File: src/rtl/program_loader_pkg.sv
// ---------------------------------------------------------------------------
// program_loader_pkg
// Shared definitions for the writable program store of the Aeolus CPU.
//   loader_state_t       run/load sequencer states (IDLE=0, CLEAR=1, LOAD=2, RUN=3)
//   FILL_OPCODE_DEFAULT  opcode swept into memory during CLEAR; it is the same
//                        value the instruction decoder treats as a no-op.
// ---------------------------------------------------------------------------
package program_loader_pkg;

    typedef enum logic [1:0] {
        ST_IDLE  = 2'd0,
        ST_CLEAR = 2'd1,
        ST_LOAD  = 2'd2,
        ST_RUN   = 2'd3
    } loader_state_t;

    localparam logic [3:0] FILL_OPCODE_DEFAULT = 4'h0;

endpackage

File: src/rtl/program_ram.sv
// ---------------------------------------------------------------------------
// program_ram
// 2^ADDR_WIDTH x DATA_WIDTH program memory. Synchronous write, asynchronous
// read so the CPU fetch path behaves exactly like the ROM it replaces.
// Ports:
//   clk    in   write clock
//   we     in   write enable
//   waddr  in   write address
//   wdata  in   write data
//   raddr  in   read address (CPU program counter)
//   rdata  out  combinational read data
// The array has no reset: contents survive a reset of the loader.
// ---------------------------------------------------------------------------
module program_ram #(
    parameter int ADDR_WIDTH = 8,
    parameter int DATA_WIDTH = 4
) (
    input  logic                  clk,
    input  logic                  we,
    input  logic [ADDR_WIDTH-1:0] waddr,
    input  logic [DATA_WIDTH-1:0] wdata,
    input  logic [ADDR_WIDTH-1:0] raddr,
    output logic [DATA_WIDTH-1:0] rdata
);

    logic [DATA_WIDTH-1:0] mem [2**ADDR_WIDTH];

    always_ff @(posedge clk) begin
        if (we) begin
            mem[waddr] <= wdata;
        end
    end

    assign rdata = mem[raddr];

endmodule

File: src/rtl/program_loader.sv
// ---------------------------------------------------------------------------
// program_loader
// Writable program store filled from the board switches. A run/load FSM
// clears the memory, accepts one word per rising edge of the debounced write
// strobe, and holds the CPU in reset until the user switches back to run.
// Integration: CPU reset = reset | cpuHold; readAddr/readData replace the ROM.
// Ports:
//   clk          in   system clock (divided CPU clock)
//   reset        in   synchronous, active-high
//   loadMode     in   1 = request load, 0 = request run
//   writeStrobe  in   debounced push-button level, one write per rising edge
//   dataIn       in   opcode to write
//   readAddr     in   CPU fetch address
//   readData     out  opcode at readAddr (combinational)
//   cpuHold      out  registered, high whenever the FSM is not in RUN
//   loadAddr     out  registered, next write address
//   progLength   out  registered, words written since the last CLEAR
//   full         out  registered, progLength == 2^ADDR_WIDTH
//   clearing     out  registered, high during the CLEAR sweep
// ---------------------------------------------------------------------------
module program_loader
    import program_loader_pkg::*;
#(
    parameter int                    ADDR_WIDTH  = 8,
    parameter int                    DATA_WIDTH  = 4,
    parameter logic [DATA_WIDTH-1:0] FILL_OPCODE = DATA_WIDTH'(FILL_OPCODE_DEFAULT)
) (
    input  logic                  clk,
    input  logic                  reset,
    input  logic                  loadMode,
    input  logic                  writeStrobe,
    input  logic [DATA_WIDTH-1:0] dataIn,
    input  logic [ADDR_WIDTH-1:0] readAddr,
    output logic [DATA_WIDTH-1:0] readData,
    output logic                  cpuHold,
    output logic [ADDR_WIDTH-1:0] loadAddr,
    output logic [ADDR_WIDTH:0]   progLength,
    output logic                  full,
    output logic                  clearing
);

    // Length value whose increment makes the store full.
    localparam logic [ADDR_WIDTH:0] LAST_LEN = (ADDR_WIDTH+1)'((2**ADDR_WIDTH) - 1);

    loader_state_t         state;
    logic [ADDR_WIDTH-1:0] sweep_cnt;
    logic                  strobe_prev;
    logic                  strobe_edge;

    logic                  ram_we;
    logic [ADDR_WIDTH-1:0] ram_waddr;
    logic [DATA_WIDTH-1:0] ram_wdata;

    assign strobe_edge = writeStrobe & ~strobe_prev;

    // Write-port mux: the sweep counter owns the port during CLEAR, the load
    // pointer during LOAD. Reset blocks the write so an interrupted sweep
    // leaves memory exactly as far as it had got.
    always_comb begin
        ram_we    = 1'b0;
        ram_waddr = loadAddr;
        ram_wdata = dataIn;
        if (!reset) begin
            case (state)
                ST_CLEAR: begin
                    ram_we    = 1'b1;
                    ram_waddr = sweep_cnt;
                    ram_wdata = FILL_OPCODE;
                end
                ST_LOAD: begin
                    ram_we = strobe_edge & ~full;
                end
                default: begin
                    ram_we = 1'b0;
                end
            endcase
        end
    end

    // Run/load sequencer. All outputs are registered from the next state so
    // cpuHold and clearing change on the same edge as the state itself.
    always_ff @(posedge clk) begin
        if (reset) begin
            state       <= ST_IDLE;
            cpuHold     <= 1'b1;
            loadAddr    <= '0;
            progLength  <= '0;
            full        <= 1'b0;
            clearing    <= 1'b0;
            strobe_prev <= 1'b0;
            sweep_cnt   <= '0;
        end else begin
            strobe_prev <= writeStrobe;
            case (state)
                ST_IDLE: begin
                    if (loadMode) begin
                        state     <= ST_CLEAR;
                        sweep_cnt <= '0;
                        clearing  <= 1'b1;
                    end else begin
                        state   <= ST_RUN;
                        cpuHold <= 1'b0;
                    end
                end
                ST_CLEAR: begin
                    // loadMode and strobes are ignored until the sweep ends.
                    if (sweep_cnt == '1) begin
                        state      <= ST_LOAD;
                        clearing   <= 1'b0;
                        loadAddr   <= '0;
                        progLength <= '0;
                        full       <= 1'b0;
                    end else begin
                        sweep_cnt <= sweep_cnt + 1'b1;
                    end
                end
                ST_LOAD: begin
                    if (strobe_edge && !full) begin
                        loadAddr   <= loadAddr + 1'b1;
                        progLength <= progLength + 1'b1;
                        full       <= (progLength == LAST_LEN);
                    end
                    // A strobe edge in the same cycle still commits above.
                    if (!loadMode) begin
                        state   <= ST_RUN;
                        cpuHold <= 1'b0;
                    end
                end
                ST_RUN: begin
                    if (loadMode) begin
                        state     <= ST_CLEAR;
                        sweep_cnt <= '0;
                        clearing  <= 1'b1;
                        cpuHold   <= 1'b1;
                    end
                end
                default: begin
                    state   <= ST_IDLE;
                    cpuHold <= 1'b1;
                end
            endcase
        end
    end

    program_ram #(
        .ADDR_WIDTH (ADDR_WIDTH),
        .DATA_WIDTH (DATA_WIDTH)
    ) u_ram (
        .clk   (clk),
        .we    (ram_we),
        .waddr (ram_waddr),
        .wdata (ram_wdata),
        .raddr (readAddr),
        .rdata (readData)
    );

endmodule

File: config.mk
export PLATFORM = sky130hd
export DESIGN_NAME = program_loader
export DESIGN_NICKNAME = d
export VERILOG_FILES = /design/src/rtl/program_loader_pkg.sv /design/src/rtl/program_ram.sv /design/src/rtl/program_loader.sv
export SDC_FILE = /design/constraint.sdc
export NUM_CORES = 1
export LEC_CHECK = 0
export BUFFER_PORTS_ARGS = -buffer_cell sky130_fd_sc_hd__buf_2
export CAP_MARGIN = 0
export CORE_MARGIN = 8
export CORE_UTILIZATION = 26
export CTS_CLUSTER_SIZE = 20
export DETAILED_ROUTE_END_ITERATION = 6
export GPL_ROUTABILITY_DRIVEN = 0
export RECOVER_POWER = 25
export SYNTH_ARGS = -nofsm -noshare
export SYNTH_HDL_FRONTEND = slang
export SYNTH_SLANG_ARGS = --single-unit
File: constraint.sdc
create_clock -name clk -period 8.2 [get_ports clk]
set_clock_uncertainty 0.1 [all_clocks]
set_input_delay 2.46 -clock clk [delete_from_list [all_inputs] [get_ports clk]]
set_output_delay 2.46 -clock clk [all_outputs]
set_load 0.1 [all_outputs]
==> results.toml <==
[synthesis]
syn_avg_cell_area_um2 = 18.3
yosysTopAreaCell = "edfxtp_1"
syn_area_um2 = 42200
yosysSeqAreaShare_pct = 74.3
synth_seq_cells = 1055
syn_nets = 2336
netlist_instances = 2310
synth_commonest_cells = "1024 x edfxtp_1, 308 x nor2_1, 223 x mux4_2"
synthDistinctLibCells = 55
ys_async_sr_fraction_pct = 0
yosysMostFrequentCell = "edfxtp_1"
synth_edf_count = 1024
synth_warnings = 0
synth_flop_cell = "edfxtp_1"
netlist_top_cells_area = "edfxtp_1 73%, mux4_2 12%, mux2i_1 2.9%, nor2_1 2.7%, dfxtp_1 1.5%"
synth_top_area_share_pct = 72.9

[final_layout]
finalNonFillerCells = 4671
register_area_um2 = 31400
design_area_um2 = 48800
num_antenna_cells = 0
post-route-util_pct = 30.1
drive_gt1_share_pct = 20.0
area_growth_pct = 15.5
multi_input_area_um2 = 10100
nets = 2441
fill_cells = 15700

[setup_path]
critPathArrivalTime_ns = 5.49
startpoint_type = "primary input"
worstSetupPathType = "in2out"
worst_path_most_repeated_cell = "buf_12"
path_cells = "buf_8 > buf_12 > buf_12 > mux2i_1 > o221ai_1 > o22ai_1 > nor3_1 > a21oi_1 > a22oi_1 > buf_4 > or3_1 > buf_12"
cpMaxStageDelayCell = "or3_1"
crit_fanout = 30
cp_slowest_stage_delay_ns = 0.46
cp-end-kind = "output port"
worstPathRequired_ns = 5.64

[sta]
finalSetupTns_ns = 0
fmax_mhz = 124
setup_ws_ns = 0.155
finalCritPeriodShare_pct = 98.1
hold_violations = 0
relSlewSlack_pct = -131
finalSetupViolCount = 0
drv_slew = 461
min_period_ns = 8.05
grt_setup_unrepaired = "false"
worst_slew_pin_slew_ns = 3.46

[power]
power.share.sequential_pct = 52.1
clkPwrFrac_pct = 38.3
vdd_drop_max_uv = 202
pwr_density_cell_nw_per_um2 = 244
swShare_pct = 24.3
cellInternalPower_mw = 9.02
power.leakage_nw = 14.8
switching_power_mw = 2.89
p_comb_share_pct = 9.6

[drt]
drtAntennaViolNets = 0
drt_iter0_drc = 1855
wl_per_cell_um = 21.8
remaining_drc_errors = 0
totalWireLength_um = 102000
wl_met2_um = 51100
vias = 21700
m1WireLength_um = 42200
avgViaCountPerCell = 4.65
firstDrtPassIters = 5
top_layer_used = "met4"
routed-wl-met3_um = 5640

[global_route]
antenna_found_initial = 5
track_usage_pct = 11.3
grt_max_degree = 225
grt_pass1_vias = 22100
overflow = 0
grt_pass1_wl_um = 151000

[status]
status = "finished, violations left"
violations = "max-capacitance violations, max-slew violations"

[cts]
cts_hold_buf = 0
cts_resized = 0
cts.sinks = 1055
post_cts_buffers = 0
cts-root-buf = "clkbuf_16"
cts_tree = "done"
clk_latency_ns = 0.67
htreeDepth = 3
clk_pin_slew_ns = 0.06
clockBufferDepth = 3
cts_buffers = 98

[job]
cap_violations = 5

[placed_design]
dp_slack_ns = 0.123
placed_area_um2 = 45600
port_buffers = 39
dp_hpwl_um = 63300
place_inst = 4490

[die]
initial_core_util_pct = 26.1
die-height_um = 419
chipWidth_um = 419
core_area_um2 = 162000
io_pins = 40
std_cell_rows = 148
die-area_um2 = 175000

[hold_path]
hp-class = "reg2reg"
placed cells by master, fill, tap and decap left out, types with 31 or more instances in the layout:
master / count
a21oi_1: 49
buf_4: 82
clkbuf_1: 38
clkbuf_16: 98
dfxtp_1: 31
edfxtp_1: 1024
mux2i_1: 121
mux4_2: 223
nand2_1: 97
nand3_1: 40
nor2_1: 308
nor3_1: 31
o221ai_1: 38
critical path, delay by kind of cell:
kind,cells,cell delay [ns]
compound gates,4,0.94
mux,1,0.25
simple gates,2,0.55
buf+inv,5,1.18
flip-flops by register name (all words and copies together), names as in the netlist:
signal / count
strobe_prev: 1
sweep_cnt: 8
progLength: 9
state: 2
clearing: 1
cpuHold: 1
u_ram.mem: 1024
loadAddr: 8
full: 1
final cells by class:
cell class,count,share of cell area (%)
flip-flops and latches,1055,64.3
clock inverters,67,1.43
repair buffers,144,2.62
well taps,2175,5.58
clock buffers,114,5.17
inverters,9,0.0693
multi-input cells,1107,20.8
final timing paths:
kind	cells past startpoint	start	slack (ns)	end
worst max register to register	5	state[1]$_SDFFE_PP0P_	2.39	u_ram.mem[77][0]$_DFFE_PP_
worst min-delay path	2	full$_SDFFE_PP0P_	0.39	full$_SDFFE_PP0P_
worst max-delay path	12	readAddr[0]	0.15	readData[2]
worst min register to register	2	full$_SDFFE_PP0P_	0.39	full$_SDFFE_PP0P_
layer usage:
metal,track usage (%),vias up
li1,-,9501
met1,14.6,11300
met2,19.5,726
met3,1.68,169
met4,3.87,0
met5,0,-
stage by stage:
step                hold WS (ns)  total power [mW]
finish                     0.390              11.9
global route               0.420              12.3
CTS                        0.377              12.0
detailed placement         0.367              7.47
global placement           0.368              7.45
floorplan                  0.380              7.09
kinds of logic (layout without fill, tap and decap cells):
kind of cell / after synthesis / count (layout) / synth area share (%)
AOI/OAI and AO/OA: 192 / 192 / 3.05
xor gates and xnor gates: 17 / 17 / 0.353
adders and majority gates: 10 / 10 / 0.296
buffers and inverters: 148 / 334 / 1.66
DFF: 1055 / 1055 / 74.3
muxes: 348 / 348 / 14.9
and+or+nand+nor: 540 / 540 / 5.45
power groups by stage:
stage | Combinational, mW | Clock (mW) | Sequential, mW
after floorplan | 0.638 | 0 | 6.45
after global placement | 1.15 | 0 | 6.30
after detailed placement | 1.16 | 0 | 6.30
after CTS | 1.16 | 4.66 | 6.19
after global routing | 1.22 | 4.84 | 6.21
final | 1.14 | 4.56 | 6.21
Power figures use the tool's default switching activity.
